$ cat src/rtl/frequency_analyzer_reader_pkg.sv
// Shared types and AXI constants for the frequency analyzer result reader.
package frequency_analyzer_reader_pkg;

    typedef enum logic [2:0] {
        IDLE,
        AR,
        R,
        OUT,
        WR,
        B
    } state_t;

    localparam logic [1:0] RESP_OKAY   = 2'b00;
    localparam logic [1:0] RESP_SLVERR = 2'b10;
    localparam logic [1:0] RESP_DECERR = 2'b11;

    localparam logic [3:0] WSTRB_ALL = 4'hF;

    function automatic logic resp_is_err(input logic [1:0] resp);
        return resp != RESP_OKAY;
    endfunction

endpackage

$ cat src/rtl/frequency_analyzer_reader.sv
// AXI4-Lite master: on irq rising edge reads REG_COUNT result words and streams them out, then acks.
// Latency: arvalid 1 cycle after trigger cycle; result_valid 2 cycles after each AR handshake.
// Backpressure: one AXI transaction outstanding; the stream word is held until result_ready.
module frequency_analyzer_reader #(
    parameter int                                C_M00_AXI_DATA_WIDTH = 32,
    parameter int                                C_M00_AXI_ADDR_WIDTH = 10,
    parameter logic [C_M00_AXI_ADDR_WIDTH-1:0]   BASE_ADDR            = '0,
    parameter int                                REG_COUNT            = 6,
    parameter bit                                CLEAR_ENABLE         = 1'b1,
    parameter logic [C_M00_AXI_ADDR_WIDTH-1:0]   CLEAR_ADDR           = 'h40,
    parameter logic [C_M00_AXI_DATA_WIDTH-1:0]   CLEAR_VALUE          = 1
) (
    input  logic                              m00_axi_aclk,
    input  logic                              m00_axi_areset,
    input  logic                              irq,
    output logic                              busy,
    output logic                              error,
    output logic [C_M00_AXI_DATA_WIDTH-1:0]   result_data,
    output logic [7:0]                        result_index,
    output logic                              result_last,
    output logic                              result_valid,
    input  logic                              result_ready,
    output logic [C_M00_AXI_ADDR_WIDTH-1:0]   m00_axi_araddr,
    output logic [2:0]                        m00_axi_arprot,
    output logic                              m00_axi_arvalid,
    input  logic                              m00_axi_arready,
    input  logic [C_M00_AXI_DATA_WIDTH-1:0]   m00_axi_rdata,
    input  logic [1:0]                        m00_axi_rresp,
    input  logic                              m00_axi_rvalid,
    output logic                              m00_axi_rready,
    output logic [C_M00_AXI_ADDR_WIDTH-1:0]   m00_axi_awaddr,
    output logic [2:0]                        m00_axi_awprot,
    output logic                              m00_axi_awvalid,
    input  logic                              m00_axi_awready,
    output logic [C_M00_AXI_DATA_WIDTH-1:0]   m00_axi_wdata,
    output logic [C_M00_AXI_DATA_WIDTH/8-1:0] m00_axi_wstrb,
    output logic                              m00_axi_wvalid,
    input  logic                              m00_axi_wready,
    input  logic [1:0]                        m00_axi_bresp,
    input  logic                              m00_axi_bvalid,
    output logic                              m00_axi_bready
);
    import frequency_analyzer_reader_pkg::*;

    localparam int AW = C_M00_AXI_ADDR_WIDTH;
    localparam int DW = C_M00_AXI_DATA_WIDTH;
    localparam logic [7:0] LAST_IDX = 8'(REG_COUNT - 1);

    state_t          state_q, state_d;
    logic            irq_q;
    logic            pending_q, pending_d;
    logic [7:0]      idx_q, idx_d;
    logic            busy_q, busy_d;
    logic            error_q, error_d;
    logic [DW-1:0]   result_data_q, result_data_d;
    logic [7:0]      result_index_q, result_index_d;
    logic            result_last_q, result_last_d;
    logic            result_valid_q, result_valid_d;
    logic [AW-1:0]   araddr_q, araddr_d;
    logic            arvalid_q, arvalid_d;
    logic            rready_q, rready_d;
    logic [AW-1:0]   awaddr_q, awaddr_d;
    logic            awvalid_q, awvalid_d;
    logic [DW-1:0]   wdata_q, wdata_d;
    logic            wvalid_q, wvalid_d;
    logic            bready_q, bready_d;
    logic            trigger;

    // Word address of register idx, wrapping modulo the address space.
    function automatic logic [AW-1:0] reg_addr(input logic [7:0] idx);
        logic [AW-1:0] offset;
        offset = AW'({idx, 2'b00});
        return BASE_ADDR + offset;
    endfunction

    assign trigger = irq & ~irq_q;

    always_comb begin
        state_d        = state_q;
        pending_d      = pending_q;
        idx_d          = idx_q;
        busy_d         = busy_q;
        error_d        = error_q;
        result_data_d  = result_data_q;
        result_index_d = result_index_q;
        result_last_d  = result_last_q;
        result_valid_d = result_valid_q;
        araddr_d       = araddr_q;
        arvalid_d      = arvalid_q;
        rready_d       = rready_q;
        awaddr_d       = awaddr_q;
        awvalid_d      = awvalid_q;
        wdata_d        = wdata_q;
        wvalid_d       = wvalid_q;
        bready_d       = bready_q;

        if (trigger && state_q != IDLE) begin
            pending_d = 1'b1;
        end

        case (state_q)
            IDLE: begin
                if (trigger || pending_q) begin
                    // A fresh edge landing together with a pending one stays queued.
                    pending_d = trigger && pending_q;
                    error_d   = 1'b0;
                    idx_d     = 8'd0;
                    busy_d    = 1'b1;
                    araddr_d  = reg_addr(8'd0);
                    arvalid_d = 1'b1;
                    state_d   = AR;
                end
            end
            AR: begin
                if (m00_axi_arready) begin
                    arvalid_d = 1'b0;
                    rready_d  = 1'b1;
                    state_d   = R;
                end
            end
            R: begin
                if (m00_axi_rvalid) begin
                    rready_d       = 1'b0;
                    result_data_d  = m00_axi_rdata;
                    result_index_d = idx_q;
                    result_last_d  = (idx_q == LAST_IDX);
                    result_valid_d = 1'b1;
                    if (resp_is_err(m00_axi_rresp)) begin
                        error_d = 1'b1;
                    end
                    state_d = OUT;
                end
            end
            OUT: begin
                if (result_ready) begin
                    result_valid_d = 1'b0;
                    if (!result_last_q) begin
                        idx_d     = idx_q + 8'd1;
                        araddr_d  = reg_addr(idx_q + 8'd1);
                        arvalid_d = 1'b1;
                        state_d   = AR;
                    end else if (CLEAR_ENABLE) begin
                        awaddr_d  = CLEAR_ADDR;
                        wdata_d   = CLEAR_VALUE;
                        awvalid_d = 1'b1;
                        wvalid_d  = 1'b1;
                        state_d   = WR;
                    end else begin
                        busy_d  = 1'b0;
                        state_d = IDLE;
                    end
                end
            end
            WR: begin
                if (m00_axi_awready) begin
                    awvalid_d = 1'b0;
                end
                if (m00_axi_wready) begin
                    wvalid_d = 1'b0;
                end
                if (!awvalid_d && !wvalid_d) begin
                    bready_d = 1'b1;
                    state_d  = B;
                end
            end
            B: begin
                if (m00_axi_bvalid) begin
                    bready_d = 1'b0;
                    busy_d   = 1'b0;
                    if (resp_is_err(m00_axi_bresp)) begin
                        error_d = 1'b1;
                    end
                    state_d = IDLE;
                end
            end
            default: begin
                state_d = IDLE;
            end
        endcase
    end

    always_ff @(posedge m00_axi_aclk or posedge m00_axi_areset) begin
        if (m00_axi_areset) begin
            state_q        <= IDLE;
            irq_q          <= 1'b0;
            pending_q      <= 1'b0;
            idx_q          <= '0;
            busy_q         <= 1'b0;
            error_q        <= 1'b0;
            result_data_q  <= '0;
            result_index_q <= '0;
            result_last_q  <= 1'b0;
            result_valid_q <= 1'b0;
            araddr_q       <= '0;
            arvalid_q      <= 1'b0;
            rready_q       <= 1'b0;
            awaddr_q       <= '0;
            awvalid_q      <= 1'b0;
            wdata_q        <= '0;
            wvalid_q       <= 1'b0;
            bready_q       <= 1'b0;
        end else begin
            state_q        <= state_d;
            irq_q          <= irq;
            pending_q      <= pending_d;
            idx_q          <= idx_d;
            busy_q         <= busy_d;
            error_q        <= error_d;
            result_data_q  <= result_data_d;
            result_index_q <= result_index_d;
            result_last_q  <= result_last_d;
            result_valid_q <= result_valid_d;
            araddr_q       <= araddr_d;
            arvalid_q      <= arvalid_d;
            rready_q       <= rready_d;
            awaddr_q       <= awaddr_d;
            awvalid_q      <= awvalid_d;
            wdata_q        <= wdata_d;
            wvalid_q       <= wvalid_d;
            bready_q       <= bready_d;
        end
    end

    assign busy            = busy_q;
    assign error           = error_q;
    assign result_data     = result_data_q;
    assign result_index    = result_index_q;
    assign result_last     = result_last_q;
    assign result_valid    = result_valid_q;
    assign m00_axi_araddr  = araddr_q;
    assign m00_axi_arprot  = 3'b000;
    assign m00_axi_arvalid = arvalid_q;
    assign m00_axi_rready  = rready_q;
    assign m00_axi_awaddr  = awaddr_q;
    assign m00_axi_awprot  = 3'b000;
    assign m00_axi_awvalid = awvalid_q;
    assign m00_axi_wdata   = wdata_q;
    assign m00_axi_wstrb   = WSTRB_ALL;
    assign m00_axi_wvalid  = wvalid_q;
    assign m00_axi_bready  = bready_q;

endmodule

$ cat config.mk
export PLATFORM = sky130hd
export DESIGN_NAME = frequency_analyzer_reader
export DESIGN_NICKNAME = d
export VERILOG_FILES = /design/src/rtl/frequency_analyzer_reader_pkg.sv /design/src/rtl/frequency_analyzer_reader.sv
export SDC_FILE = /design/constraint.sdc
export NUM_CORES = 1
export LEC_CHECK = 0
export ABC_AREA = 1
export ABC_CLOCK_PERIOD_IN_PS = 4500
export CORE_ASPECT_RATIO = 0.7
export CORE_MARGIN = 1
export CORE_UTILIZATION = 35
export CTS_BUF_LIST = sky130_fd_sc_hd__clkbuf_8
export DETAILED_ROUTE_END_ITERATION = 7
export GPL_TIMING_DRIVEN = 0
export PLACE_DENSITY = 0.72
export SYNTH_ARGS = -nofsm -noshare
export SYNTH_HDL_FRONTEND = slang
export SYNTH_SLANG_ARGS = --single-unit
$ cat constraint.sdc
create_clock -name m00_axi_aclk -period 4.5 [get_ports m00_axi_aclk]
set_clock_uncertainty 0.15 [all_clocks]
set_input_delay 0.9 -clock m00_axi_aclk [delete_from_list [all_inputs] [get_ports m00_axi_aclk]]
set_output_delay 0.9 -clock m00_axi_aclk [all_outputs]
set_load 0.02 [all_outputs]
# --- After elaboration in Yosys (flattened, before gate mapping) ---
# Index checks and enable logic that the tools add are counted.
# Widths: inputs -> output; s select.
classes:
  addsub: 1
  eq_ne: 16
  n_mux: 48
  n_bitwise: 2
  n_reduce_logical: 29
op_table:
  columns: ["cell", "count"]
  rows:
  - ["$mux 10", 3]
  - ["$mux 1", 24]
  - ["$mux 8", 3]
  - ["$mux 3", 7]
  - ["$ne 2x2->1 const B", 10]
  - ["$pmux 10 s2", 1]
  - ["$pmux 3 s6", 1]
  - ["$reduce_and 3->1", 6]
  - ["$pmux 8 s2", 1]
  - ["$reduce_bool 2->1", 8]
  - ["$pmux 1 s2", 6]
  - ["$reduce_and 6->1", 2]
  - ["$reduce_bool 3->1", 3]
  - ["$add 8x1->8 const B", 1]
  - ["$eq 8x3->1 const B", 1]
  - ["$eq 3x2->1 const B", 2]
  - ["$eq 3x3->1 const B", 2]
  - ["$pmux 1 s3", 2]
  - ["$reduce_and 5->1", 1]
  - ["$reduce_and 4->1", 1]
  - ["$eq 3x1->1 const B", 1]
  - ["$logic_and 1x1->1", 3]
  - ["$logic_not 3->1", 1]
  - ["$logic_not 1->1", 2]
  - ["4 further kinds", 4]
totals:
  ff_bits: 73
  out_inout_bits: 111
  word_cells: 113

# --- Logic depth before layout (Yosys ltp) ---
# Gate-level depths: netlist (run 1).
logic_depth:
  depth_word: 6
  depth_mapped: 10
  mapped_depth_nobuf: 9

# --- Worst setup path after synthesis (run 1) ---
# No wires, ideal clock.
synth_timing:
  path_type: "input to register"
  start: "input irq"
  end: "register araddr_q[2], in the netlist m00_axi_araddr[2]"
  t_arrival_ns: 1.536
  required_time_ns: 4.232
  slack_ns: 2.696
  stages: 8
  n_path_buf: 1
  path_cell_list: "nand2_1 -> nand2_1 -> nor2_2 -> nor2_2 -> nand2_4 -> buf_8 -> nand2_2 -> o21ai_2"
synth_between:
  elab_chain_len: 4
synth_rtl:
  columns: ["item", "line", "source"]
  rows:
  - ["from (decl)", "frequency_analyzer_reader.sv:15", "input logic irq,"]
  - ["$and 1x1->1", "frequency_analyzer_reader.sv:76", "assign trigger = irq & ~irq_q;"]
  - ["$logic_or 1x1->1", "frequency_analyzer_reader.sv:103", "if (trigger || pending_q) begin"]
  - ["$ne 2x2->1 (no line)", null, null]
  - ["$reduce_and 4->1 (no line)", null, null]
  - ["to (signal assigned)", "frequency_analyzer_reader.sv:213", "araddr_q <= araddr_d;"]
  - ["to (decl)", "frequency_analyzer_reader.sv:59", "logic [AW-1:0] araddr_q, araddr_d;"]
# Every way passes these cells.
# A chain may end at the register's enable or synchronous reset.

# --- Final worst setup path (run 1) ---
layout_timing:
  start: "register araddr_q[6], in the netlist m00_axi_araddr[6]"
  end: "output m00_axi_araddr[6]"
layout_lines:
  columns: ["item", "line", "source"]
  rows:
  - ["to (decl)", "frequency_analyzer_reader.sv:23", "output logic [C_M00_AXI_ADDR_WIDTH-1:0] m00_axi_araddr,"]
# No word-level cell between the ends.

==> summary.md, run 1 <==
| Metric | Value |
|---|---|
| Min cycle time layout | `2510 ps` |
| Flops & latches, synth | `63` |
| Gate Count Post-Synth | `406` |
| GP Congestion | `0.857` |
| Final hold violation count | `0` |
| Reg2reg start | `state_q[1]` |
| Clk Tree Root Cell | `clkbuf_8` |
| Clk sinks | `63` |
| FMAX | `0.398 GHz` |
| Wirelength per Cell | `11.0 µm` |
| Total congestion overflow | `0` |
| Worst-Skew Late Latency | `340 ps` |
| Top cells by area, synth | `dfrtp_1, nand2_1, buf_4` |
| Switching power | `1.17 mW` |
| Peak VDD IR | `0.384 mV` |
| Initial antenna violation count | `0` |
| Setup tns final | `0 ps` |
| R2R Setup Slk | `2810 ps` |
| Vias in the first global route | `2,774` |
| Total GRT Usage | `0.167` |
| Initial Utilization | `0.363` |
| Clk pin slew, worst setup/hold paths | `70 ps` |
| Combinational power share | `0.513` |
| Vias per Instance | `4.12` |
| Min-delay src | `result_data[2]` |
| Final Setup Violations | `0` |
| DIE HEIGHT | `83.4 µm` |
| CP endpoint kind | `output port` |
| Most common cell after layout, fill and taps aside | `nand2_1` |
| TritonCTS Buffers | `9` |
| Largest net degree at the start of global routing | `39` |
| Clk pwr share | `0.172` |
| Startpoint types | `flip-flop` |
| Worst-Margin Slew | `574 ps` |
| Status | `finished clean` |
| Int Pwr | `1.69 mW` |
| Die width | `118 µm` |
| Reg power frac | `0.315` |
| Vias after detailed routing | `2,880` |
| EDFF count, synth | `0` |
| Avg Cell Area, Syn | `8.15 µm²` |
| Fin nets | `618` |
| Core box area | `0.00911 mm²` |
| FFs w/ async S/R, synth | `1.00` |
| Drt first pass iters | `4` |
| Data required time of the critical path | `3450 ps` |
| Fill cells | `851` |
| PwrDens | `583 mW/mm²` |
| CP top delay family | `buffers and inverters` |
| Critical path fanouts, max | `7` |
| Post-layout util | `0.538` |
| Final Max Tran Viols | `0` |
| DRC Markers | `0` |
| Synth Warn # | `0` |
| Area leader, netlist | `dfrtp_1` |
| H-tree depth | `3` |
| FF+latch area | `0.00158 mm²` |
| Port Buffers | `103` |
| Multi-input gate area | `0.00131 mm²` |
| Normalized max-slew margin | `0.616` |
| Sw Share | `0.408` |
| Main flop type after synthesis | `dfrtp_1` |
| Commonest cells after routing, fill and taps aside | `nand2_1, clkdlybuf4s50_1, dfrtp_1, buf_4, conb_1` |
| Synthesis-to-layout area growth | `48.1%` |
| Top cell type's share of synthesized area | `0.476` |
| Library cells used by synthesis | `30` |
| Crit path DAT | `1460 ps` |
| Antenna Violating Nets Remaining | `0` |
| Detailed Route Iter0 Violations | `116` |
| First-pass GRT wire length | `12.9 mm` |
| Synthesized area | `0.00331 mm²` |
| Leakage power | `2.54 nW` |
| Register area share after synthesis | `0.476` |
| Diode count | `0` |
| Post-CTS setup repair buffer count | `0` |
| CP Cell Sequence | `clkdlybuf4s50_1` |
| Hold WC Path Type | `flip-flop to flip-flop` |
| CTS Buffer Depth | `2` |
| Routed WL | `7.68 mm` |
| Die Footprint | `0.00985 mm²` |
| Max Cap Viol | `0` |
| CTS tree | `done` |
| Dpl hpwl | `5.96 mm` |
| Crit path largest cell delay | `650 ps` |
| WS Path Type | `flip-flop to output port` |
| Hold_buf cts | `0` |
| CP max-delay cell | `clkdlybuf4s50_1` |
| Post-CTS resize count | `0` |
| Top Ports | `156` |
| Layout cell share with drive strength beyond 1 | `0.181` |
| Cell row count | `29` |
| Worst Setup SP | `m00_axi_araddr[6]` |
| RSZ-0062 raised after global routing | `false` |
| Fin crit share | `0.558` |
| CP bufs+invs | `1` |
==> power by group through the flow <==
| stage | registers (mW) | logic, mW | clock network, mW |
|---|---|---|---|
| floorplan | 1.13 | 0.659 | 0 |
| global placement | 0.901 | 1.45 | 0 |
| detailed placement | 0.906 | 1.48 | 0 |
| CTS | 0.902 | 1.48 | 0.514 |
| global route | 0.926 | 1.60 | 0.541 |
| finish | 0.901 | 1.47 | 0.492 |
==> through the flow <==
stage | cell area, µm² | power [mW] | hold WS [ps] | worst slack (ps) | std cells
global placement | 4680 | 2.35 | 312 | 764 | 683
finish | 4900 | 2.86 | 328 | 1990 | 699
floorplan | 3500 | 1.79 | 354 | 1880 | 456
CTS | 4900 | 2.90 | 334 | 1960 | 699
global route | 4900 | 3.07 | 354 | 1900 | 699
detailed placement | 4700 | 2.39 | 315 | 2060 | 684
==> cell families after synthesis <==
logic type               Yosys count  synth area share
flip-flops                        63             0.476
buffers and inverters             92             0.183
AO/OA/AOI/OAI                     29            0.0522
adder cells (fa/ha/maj)            2           0.00756
XOR/XNOR                           3           0.00794
AND/OR/NAND/NOR                  215             0.270
other                              2           0.00227
==> state kept, by name (all words and copies together) (netlist names) <==
| signal | cells |
|---|---|
| m00_axi_awaddr | 1 |
| result_valid | 1 |
| pending_q | 1 |
| irq_q | 1 |
| m00_axi_bready | 1 |
| error | 1 |
| m00_axi_araddr | 8 |
| result_index | 8 |
| busy | 1 |
| result_data | 32 |
| m00_axi_awvalid | 1 |
| m00_axi_rready | 1 |
| m00_axi_arvalid | 1 |
| state_q | 3 |
| result_last | 1 |
| m00_axi_wvalid | 1 |
==> synth_stat cells (5+ instances only) <==
cell type,instances
inv_1,24
o21ai_0,10
dfrtp_1,63
nand3_1,12
o21ai_1,5
nor2_1,18
nand2_1,165
buf_6,6
buf_4,53
a21oi_1,6
o21ai_2,6
nand2_2,6
==> final cells by class <==
type                            count  area share
Clock buffer                       11      0.0309
Buffer                             63       0.101
Sequential cell                    63       0.322
Multi-Input combinational cell    301       0.268
Tap cell                          124      0.0317
Clock inverter                      4     0.00919
Timing Repair Buffer              104       0.215
Inverter                           29      0.0227
==> metal layers <==
metal | vias to the layer above | global-route usage | routed length [µm]
met2 | 107 | 0.275 | 3660
met5 | - | 0 | 0
met3 | 10 | 0.0694 | 710
li1 | 1469 | - | -
met4 | 0 | 0.0478 | 74
met1 | 1294 | 0.199 | 3250
==> path summary, 6_finish.rpt <==
path / endpoint / cells after the start
worst max-delay path: m00_axi_araddr[6] / 1
worst min-delay path: result_data[2] / 2
worst max register to register: m00_axi_araddr[6] / 8
worst min register to register: result_data[2] / 2
max in group asynchronous: result_data[29] / 3
min in group asynchronous: result_data[10] / 2
Power figures use the tool's default switching activity.
==> inputs of run 2 (changes only) <==
--- a/config.mk
+++ b/config.mk
@@ -6,7 +6,7 @@
 export NUM_CORES = 1
 export LEC_CHECK = 0
 export ABC_AREA = 1
-export ABC_CLOCK_PERIOD_IN_PS = 4500
+export ABC_CLOCK_PERIOD_IN_PS = 2600
 export CORE_ASPECT_RATIO = 0.7
 export CORE_MARGIN = 1
 export CORE_UTILIZATION = 35
==> constraint.sdc (replaced) <==
create_clock -name m00_axi_aclk -period 2.6 [get_ports m00_axi_aclk]
set_clock_uncertainty 0.15 [all_clocks]
set_input_delay 0.52 -clock m00_axi_aclk [delete_from_list [all_inputs] [get_ports m00_axi_aclk]]
set_output_delay 0.52 -clock m00_axi_aclk [all_outputs]
set_load 0.02 [all_outputs]
==> results of run 2 <==
The final DEF is identical to that of run 1. Status: finished clean.
Main changes from that run: setup slack after placement 2060 ps -> 538 ps; setup slack after layout 1990 ps -> 467 ps; register-to-register setup slack 2810 ps -> 910 ps; total power 2.86 mW -> 4.95 mW; worst IR drop on VDD 0.384 mV -> 0.665 mV
==> inputs of run 3 (changes only) <==
--- a/config.mk
+++ b/config.mk
@@ -6,7 +6,7 @@
 export NUM_CORES = 1
 export LEC_CHECK = 0
 export ABC_AREA = 1
-export ABC_CLOCK_PERIOD_IN_PS = 2600
+export ABC_CLOCK_PERIOD_IN_PS = 2240
 export CORE_ASPECT_RATIO = 0.7
 export CORE_MARGIN = 1
 export CORE_UTILIZATION = 35
==> constraint.sdc (replaced) <==
create_clock -name m00_axi_aclk -period 2.24 [get_ports m00_axi_aclk]
set_clock_uncertainty 0.15 [all_clocks]
set_input_delay 0.448 -clock m00_axi_aclk [delete_from_list [all_inputs] [get_ports m00_axi_aclk]]
set_output_delay 0.448 -clock m00_axi_aclk [all_outputs]
set_load 0.02 [all_outputs]
==> results of run 3 <==
The final DEF is identical to that of run 1. Status: finished clean.
Main changes from that run: setup slack after placement 2060 ps -> 250 ps; setup slack after layout 1990 ps -> 179 ps; register-to-register setup slack 2810 ps -> 550 ps; total power 2.86 mW -> 5.74 mW; worst IR drop on VDD 0.384 mV -> 0.772 mV
